### config.mk
export PLATFORM = sky130hd
export DESIGN_NAME = result_select_sequencer
export DESIGN_NICKNAME = d
export VERILOG_FILES = /design/src/rtl/result_select_sequencer_pkg.sv /design/src/rtl/result_select_sequencer_timeout.sv /design/src/rtl/result_select_sequencer.sv
export SDC_FILE = /design/constraint.sdc
export NUM_CORES = 1
export LEC_CHECK = 0
export CORE_MARGIN = 3
export CORE_UTILIZATION = 50
export DETAILED_ROUTE_END_ITERATION = 6
export PLACE_DENSITY = 0.78
export SLEW_MARGIN = 20
export SYNTH_ARGS = -nofsm -noshare
export SYNTH_HDL_FRONTEND = slang
export SYNTH_SLANG_ARGS = --single-unit
export TNS_END_PERCENT = 30
### constraint.sdc
create_clock -name clk -period 2.6 [get_ports clk]
set_input_delay 0.52 -clock clk [delete_from_list [all_inputs] [get_ports clk]]
set_output_delay 0.52 -clock clk [all_outputs]
set_load 0.1 [all_outputs]
### src/rtl/result_select_sequencer_pkg.sv
// Shared constants for the result select sequencer: default sizing and
// the legacy-compatible state encoding used by the control FSM.
package resultSeqPkg;

   localparam int RSS_NUM_UNITS = 4;
   localparam int RSS_REG_W     = 5;
   localparam int RSS_TIMEOUT   = 64;

   typedef logic [1:0] rss_state_t;

   localparam rss_state_t ST_IDLE = 2'd0;
   localparam rss_state_t ST_WAIT = 2'd1;
   localparam rss_state_t ST_LOAD = 2'd2;

endpackage

### src/rtl/result_select_sequencer_timeout.sv
// Wait-cycle counter for the result select sequencer. Counts enabled WAIT
// cycles and flags the cycle in which the last permitted wait is reached.
module result_timeout_counter
   import resultSeqPkg::*;
#(
   parameter int TIMEOUT = RSS_TIMEOUT
) (
   input  logic clk,
   input  logic reset,
   input  logic clear,
   input  logic inc,
   output logic expire
);

   localparam int CNT_W = (TIMEOUT > 1) ? $clog2(TIMEOUT) : 1;
   localparam logic [CNT_W-1:0] LAST_C = CNT_W'(TIMEOUT - 1);
   localparam logic [CNT_W-1:0] ONE_C  = CNT_W'(1);

   logic [CNT_W-1:0] count_q;
   logic [CNT_W-1:0] count_d;

   // Clear has priority; otherwise count up on request, else hold.
   always_comb begin
      count_d = count_q;
      if (clear) begin
         count_d = '0;
      end else if (inc) begin
         count_d = count_q + ONE_C;
      end else begin
         count_d = count_q;
      end
   end

   // Counter register.
   always_ff @(posedge clk or posedge reset) begin
      if (reset) begin
         count_q <= '0;
      end else begin
         count_q <= count_d;
      end
   end

   assign expire = (count_q == LAST_C);

endmodule

### src/rtl/result_select_sequencer.sv
// Result select sequencer: tracks one outstanding operation, waits for its
// result source to report done (or times out), and emits a one-cycle
// registered load pulse with the selected source and writeback address.
module result_select_sequencer
   import resultSeqPkg::*;
#(
   parameter int NUM_UNITS = RSS_NUM_UNITS,
   parameter int UNIT_W    = $clog2(NUM_UNITS),
   parameter int REG_W     = RSS_REG_W,
   parameter int TIMEOUT   = RSS_TIMEOUT
) (
   input  logic                 clk,
   input  logic                 reset,
   input  logic                 enable,
   input  logic                 flush,
   input  logic                 issue_valid,
   input  logic [UNIT_W-1:0]    issue_unit,
   input  logic [REG_W-1:0]     issue_dest,
   input  logic [NUM_UNITS-1:0] unit_done,
   output logic                 result_load,
   output logic [UNIT_W-1:0]    result_sel,
   output logic [REG_W-1:0]     result_dest,
   output logic                 busy,
   output logic                 timeout_err
);

   // One extra bit so the unit count itself is representable.
   localparam logic [UNIT_W:0] UNIT_LIMIT_C = (UNIT_W + 1)'(NUM_UNITS);

   rss_state_t        state_q, state_d;
   logic [UNIT_W-1:0] pend_unit_q, pend_unit_d;
   logic [REG_W-1:0]  pend_dest_q, pend_dest_d;
   logic              load_q, load_d;
   logic [UNIT_W-1:0] sel_q, sel_d;
   logic [REG_W-1:0]  dest_q, dest_d;
   logic              busy_q, busy_d;
   logic              err_q, err_d;

   logic accept_s;
   logic done_sel_s;
   logic expire_s;
   logic stay_wait_s;
   logic cnt_clear_s;
   logic cnt_inc_s;

   // Only the pending unit's done flag matters; others are ignored.
   assign done_sel_s = unit_done[pend_unit_q];

   // An issue is taken only outside WAIT, unflushed, enabled, and in range.
   assign accept_s = enable & ~flush & (state_q != ST_WAIT) & issue_valid
                     & ({1'b0, issue_unit} < UNIT_LIMIT_C);

   // The counter runs only while WAIT persists; any other transition clears it.
   assign stay_wait_s = (state_q == ST_WAIT) & (state_d == ST_WAIT);
   assign cnt_inc_s   = enable & stay_wait_s;
   assign cnt_clear_s = enable & ~stay_wait_s;

   result_timeout_counter #(
      .TIMEOUT (TIMEOUT)
   ) u_timeout (
      .clk    (clk),
      .reset  (reset),
      .clear  (cnt_clear_s),
      .inc    (cnt_inc_s),
      .expire (expire_s)
   );

   // Next state and next registered outputs; a stall holds everything.
   always_comb begin
      state_d     = state_q;
      pend_unit_d = pend_unit_q;
      pend_dest_d = pend_dest_q;
      load_d      = load_q;
      sel_d       = sel_q;
      dest_d      = dest_q;
      busy_d      = busy_q;
      err_d       = err_q;
      if (enable) begin
         if (flush) begin
            state_d = ST_IDLE;
         end else begin
            case (state_q)
               ST_IDLE, ST_LOAD: begin
                  if (accept_s) begin
                     pend_unit_d = issue_unit;
                     pend_dest_d = issue_dest;
                     if (issue_unit == '0) begin
                        state_d = ST_LOAD;
                     end else begin
                        state_d = ST_WAIT;
                     end
                  end else begin
                     state_d = ST_IDLE;
                  end
               end
               ST_WAIT: begin
                  // Done beats timeout when both land in the same cycle.
                  if (done_sel_s) begin
                     state_d = ST_LOAD;
                  end else if (expire_s) begin
                     state_d = ST_IDLE;
                     err_d   = 1'b1;
                  end else begin
                     state_d = ST_WAIT;
                  end
               end
               default: begin
                  state_d = ST_IDLE;
               end
            endcase
         end
         load_d = (state_d == ST_LOAD);
         busy_d = (state_d == ST_WAIT);
         if (load_d) begin
            sel_d  = pend_unit_d;
            dest_d = pend_dest_d;
         end else begin
            sel_d  = sel_q;
            dest_d = dest_q;
         end
      end else begin
         state_d = state_q;
      end
   end

   // State, pending fields and output registers.
   always_ff @(posedge clk or posedge reset) begin
      if (reset) begin
         state_q     <= ST_IDLE;
         pend_unit_q <= '0;
         pend_dest_q <= '0;
         load_q      <= 1'b0;
         sel_q       <= '0;
         dest_q      <= '0;
         busy_q      <= 1'b0;
         err_q       <= 1'b0;
      end else begin
         state_q     <= state_d;
         pend_unit_q <= pend_unit_d;
         pend_dest_q <= pend_dest_d;
         load_q      <= load_d;
         sel_q       <= sel_d;
         dest_q      <= dest_d;
         busy_q      <= busy_d;
         err_q       <= err_d;
      end
   end

   assign result_load = load_q;
   assign result_sel  = sel_q;
   assign result_dest = dest_q;
   assign busy        = busy_q;
   assign timeout_err = err_q;

endmodule
Word-level counts from Yosys, hierarchy flattened
Index checks and enable logic that the tools add are counted.
- bits in registers: 25
- input port bits: 16
- output and inout bits: 10
- logic and storage cells: 51
- add/subtract/negate cells: 1
- magnitude comparators: 1
- equality and inequality tests: 7
- muxes and demuxes: 18
- bitwise gates (word level): 9
- reductions and logical operators: 6
- operators by type and width (cell ; number):
    2-bit two-way mux ; 9
    5-bit two-way mux ; 3
    6-bit two-way mux ; 2
    6-bit by 1-bit adder with 6-bit output, second input constant ; 1
    1-bit AND ; 6
    2-bit by 1-bit equality test with 1-bit output, second input constant ; 3
    6-bit equality test, second input constant ; 1
    5-bit AND reduction ; 1
    2-bit equality test, second input constant ; 2
    2-bit zero test ; 2
    2-bit case mux with 2 select lines ; 1
    2-bit by 3-bit < comparator with 1-bit output, second input constant ; 1
    1-bit NOT ; 3
    1-bit binary-select mux with 2-bit select ; 1
    1-bit two-way mux ; 2
    2-bit by 1-bit != test with 1-bit output, second input constant ; 1
    2-bit AND reduction ; 1
    2-bit nonzero test ; 1
    2-bit OR reduction ; 1

Depth between registers and ports, before layout
- depth in word-level cells: 14
- gate-level depth with buffers: 5
- mapped depth without buffers: 5

Modules after synthesis
From an unflattened synthesis, not the netlist that was laid out.
- cells, all modules: 88
- area total of the unflattened synthesis: 1128.6 sq um
- modules (own cells, without submodules) (module ; times used ; cells an instance ; area each (sq um) ; seq. area each (sq um)):
    result_select_sequencer ; 1 ; 61 ; 847.1 ; 475.5
    result_timeout_counter ; 1 ; 27 ; 281.5 ; 150.1

Least setup slack after synthesis
OpenSTA, ideal clock, no wires.
- kind: input to register
- from: input port flush
- to: register dest_q[0] (netlist: result_dest[0])
- setup time: 0.125 ns
- arrival: 1.646 ns
- data required time: 2.475 ns
- slack: 0.829 ns
- stages: 5
- buffers on the path: 1
- cell sequence: and4bb_2 -> buf_4 -> a32oi_2 -> nor3_4 -> mux2_2
- cells in the longest elaborated chain, start to end: 10
- elaborated cells between the ends (all ways): 13
- those cells by class: 1 x eq/ne; 7 x mux; 4 x bitwise; 1 x reduce/logical
- RTL lines (what ; line ; RTL):
    from (decl) ; result_select_sequencer.sv:15 ; input logic flush,
    1-bit NOT (no source line) ; -- ;
    1-bit AND (3 in series) ; result_select_sequencer.sv:50 ; assign accept_s = enable & ~flush & (state_q != ST_WAIT) & issue_valid
    2-bit two-way mux ; result_select_sequencer.sv:84 ; if (accept_s) begin
    2-bit case mux with 2 select lines ; result_select_sequencer.sv:82 ; case (state_q)
    2-bit two-way mux ; result_select_sequencer.sv:79 ; if (flush) begin
    2-bit two-way mux ; result_select_sequencer.sv:78 ; if (enable) begin
    2-bit equality test ; result_select_sequencer.sv:112 ; load_d = (state_d == ST_LOAD);
    2-bit AND reduction (no source line) ; -- ;
    to (signal assigned) ; result_select_sequencer.sv:143 ; dest_q <= dest_d;
    to (decl) ; result_select_sequencer.sv:35 ; logic [REG_W-1:0] dest_q, dest_d;
Several ways; a longest one is shown, not always the timed one. The select of a mux whose other input is x is not followed.
A chain may end at the register's enable or synchronous reset.

Worst setup path in the final report
- from: input port unit_done[1]
- to: register dest_q[3] (netlist: result_dest[3])
- cells in the longest elaborated chain, start to end: 8
- RTL lines (what ; line ; RTL):
    from (decl) ; result_select_sequencer.sv:19 ; input logic [NUM_UNITS-1:0] unit_done,
    1-bit binary-select mux with 2-bit select ; result_select_sequencer.sv:47 ; assign done_sel_s = unit_done[pend_unit_q];
    1-bit two-way mux (implied by the code) ; result_select_sequencer.sv:47 ;
    2-bit two-way mux ; result_select_sequencer.sv:98 ; if (done_sel_s) begin
    2-bit case mux with 2 select lines ; result_select_sequencer.sv:82 ;
    2-bit two-way mux ; result_select_sequencer.sv:79 ;
    2-bit two-way mux ; result_select_sequencer.sv:78 ;
    2-bit equality test ; result_select_sequencer.sv:112 ;
    2-bit AND reduction (no source line) ; -- ;
No other way between the ends. The select of a mux whose other input is x is not followed.

==> out/results.tsv <==
metric	value	unit
syn_area_per_cell	13.1	µm²
wl_met3	144	µm
grt_start_max_net_pins	26	
num_antenna_cells	0	
path_max_fanout	9	
fin_nets	132	
cts_sinks	25	
fin_crit	1.94	ns
clk_pin_slew	0.13	ns
crit_arrival	2.15	ns
syn_to_final_growth	27.9	%
end_kind	register	
cts_max_level	1	
netlist_area	0.00109	mm²
p_total	1.43	mW
setup_slack	0.657	ns
ys_dominant_reg_cell	dfrtp_1	
wl_per_cell	13.7	µm
syn_nets	100	
async_reset_ff_frac	1.00	
ctsResizeCount	0	
ys_seq_elements	25	
root_buffer	clkbuf_4	
top_layer	met4	
initial_core_util	0.540	
grt_pass1_vias	766	
place_hpwl	1.47	mm
hold_class	reg -> reg	
vias_per_cell	5.32	
drive_gt1_frac	0.333	
drcViolationCount	0	
grt_first_pass_wirelength	3.37	mm
power_leakage	0.655	nW
vias	750	
grt_setup_unrepaired	false	
startpoint_type	primary input	
hold_viol	0	
numPortBuffers	25	
core	0.00202	mm²
seq_area_frac_synth	0.573	
io-pin-count	26	
clock_path_buffers	2	
clock_latency	0.31	ns
drtPass1Iterations	4	
cts_setup_buffers	0	
power.density	1020	mW/mm²
synth_edf_count	0	
antenna_found_initial	0	
status	finished, final reports clean	
relSlewSlack	0.703	
worst_slew_pin_slew	0.445	ns
overflow	0	
setup_tns	0	ns
cts_tree	done	
gp_congestion	0.749	
synth_warnings	0	
drt_iter0_drc	7	
drtAntennaViolNets	0	
die_x	52.7	µm
postCtsHoldBufs	0	
cap_violations	0	
cts_made_buffers	3	
clock.fmax	515	MHz
wl_met2	930	µm
setup_viol	0	
preCtsSetupSlack	0.303	ns
period_share	0.747	
rows	16	
die-height	52.7	µm
crit_type	in -> reg	
cp.required	2.81	ns
fin_worst_skew	0.00339	ns
m1WireLength	828	µm
drt-total-wl	1.94	mm
syn-instance-count	83	
drv_slew	0	
peakVddDrop	1300	µV
die-area	0.00278	mm²
track_usage	0.169	
synth_cell_types	25	
==> cells in the mapped netlist, types with 2 or more instances <==
library cell   n  area [µm²]
nand2_1        3        11.3
xor2_1         3        26.3
inv_1          5        18.8
a21o_2         2        17.5
mux2_2        14         158
and3_1         2        12.5
dfrtp_1       25         626
nor2_1        11        41.3
mux2i_1        2        20.0
==> path summary, 6_finish.rpt <==
kind | startpoint | end | slack (ns) | cells after the start
worst max-delay path | unit_done[1] | result_dest[3]$_DFFE_PP0P_ | 0.66 | 5
worst min-delay path | timeout_err$_DFFE_PP0P_ | timeout_err$_DFFE_PP0P_ | 0.50 | 1
worst max register to register | pend_unit_q[0]$_DFFE_PP0P_ | result_dest[3]$_DFFE_PP0P_ | 0.81 | 4
worst min register to register | timeout_err$_DFFE_PP0P_ | timeout_err$_DFFE_PP0P_ | 0.50 | 1
max in group asynchronous | reset | result_sel[0]$_DFFE_PP0P_ | 1.81 | 3
min in group asynchronous | reset | pend_dest_q[2]$_DFFE_PP0P_ | 0.54 | 3
==> metal layers <==
layer  vias up  track usage
li1        354            -
met1       363        0.219
met2        27        0.262
met3         6       0.0456
met4         0       0.0809
met5         -            0
==> power by group <==
part / total, mW / switching, mW / leakage, nW / internal [mW]
logic: 0.725 / 0.536 / 0.323 / 0.190
clock network: 0.168 / 0.108 / 0.0150 / 0.0599
registers: 0.533 / 0.0504 / 0.317 / 0.483
==> stage by stage <==
stage               std cells  hold slack (ns)   util  area, µm²
floorplan                  83            0.468      -       1090
global placement          137            0.459  0.677       1370
detailed placement        137            0.469  0.677       1370
CTS                       141            0.499  0.690       1400
global route              141            0.511  0.690       1400
finish                    141            0.500  0.690       1400
==> sequential cells by signal, indices dropped and copies added, names as in the netlist <==
| register | cells |
|---|---|
| u_timeout.count_q | 6 |
| pend_dest_q | 5 |
| result_dest | 5 |
| pend_unit_q | 2 |
| result_sel | 2 |
| state_q | 2 |
| busy | 1 |
| result_load | 1 |
| timeout_err | 1 |
==> kinds of logic after synthesis <==
family                   Yosys count  synth area share
AND/OR/NAND/NOR                   21             0.108
flip-flops                        25             0.573
AO/OA/AOI/OAI                      8            0.0642
adder cells (fa/ha/maj)            1            0.0115
multiplexers                      17             0.183
XOR/XNOR                           4            0.0321
buffers and inverters              7            0.0275
==> layout make-up <==
class | count | area (µm²)
Tap cell | 27 | 33.8
Multi-Input combinational cell | 51 | 435
Timing Repair Buffer | 29 | 255
Sequential cell | 25 | 626
Fill cell | 157 | 627
Inverter | 5 | 18.8
Clock buffer | 4 | 26.3
==> placed cells by master (no fill, tap or decap), drive strengths merged <==
cell type / synthesis / final
a21o: 2 / 2
a21oi: 1 / 1
a31oi: 1 / 1
a32oi: 1 / 1
a41o: 1 / 1
and3: 2 / 2
and4bb: 1 / 1
buf: 1 / 14
clkbuf: 1 / 4
clkdlybuf4s50: 0 / 15
dfrtp: 25 / 25
ha: 1 / 1
inv: 5 / 5
mux2: 14 / 14
mux2i: 2 / 2
mux4: 1 / 1
nand2: 3 / 3
nand3: 1 / 1
nand4: 1 / 1
nor2: 11 / 11
nor3: 1 / 1
nor3b: 1 / 1
o22ai: 1 / 1
o41ai: 1 / 1
xnor2: 1 / 1
xor2: 3 / 3
==> worst max-delay path, stage by stage <==
cell	delay, ns
clkdlybuf4s50_1	0.45
mux4_2	0.28
a32oi_2	0.13
nor3_4	0.37
mux2_2	0.39
(Power assumes the default switching activity.)
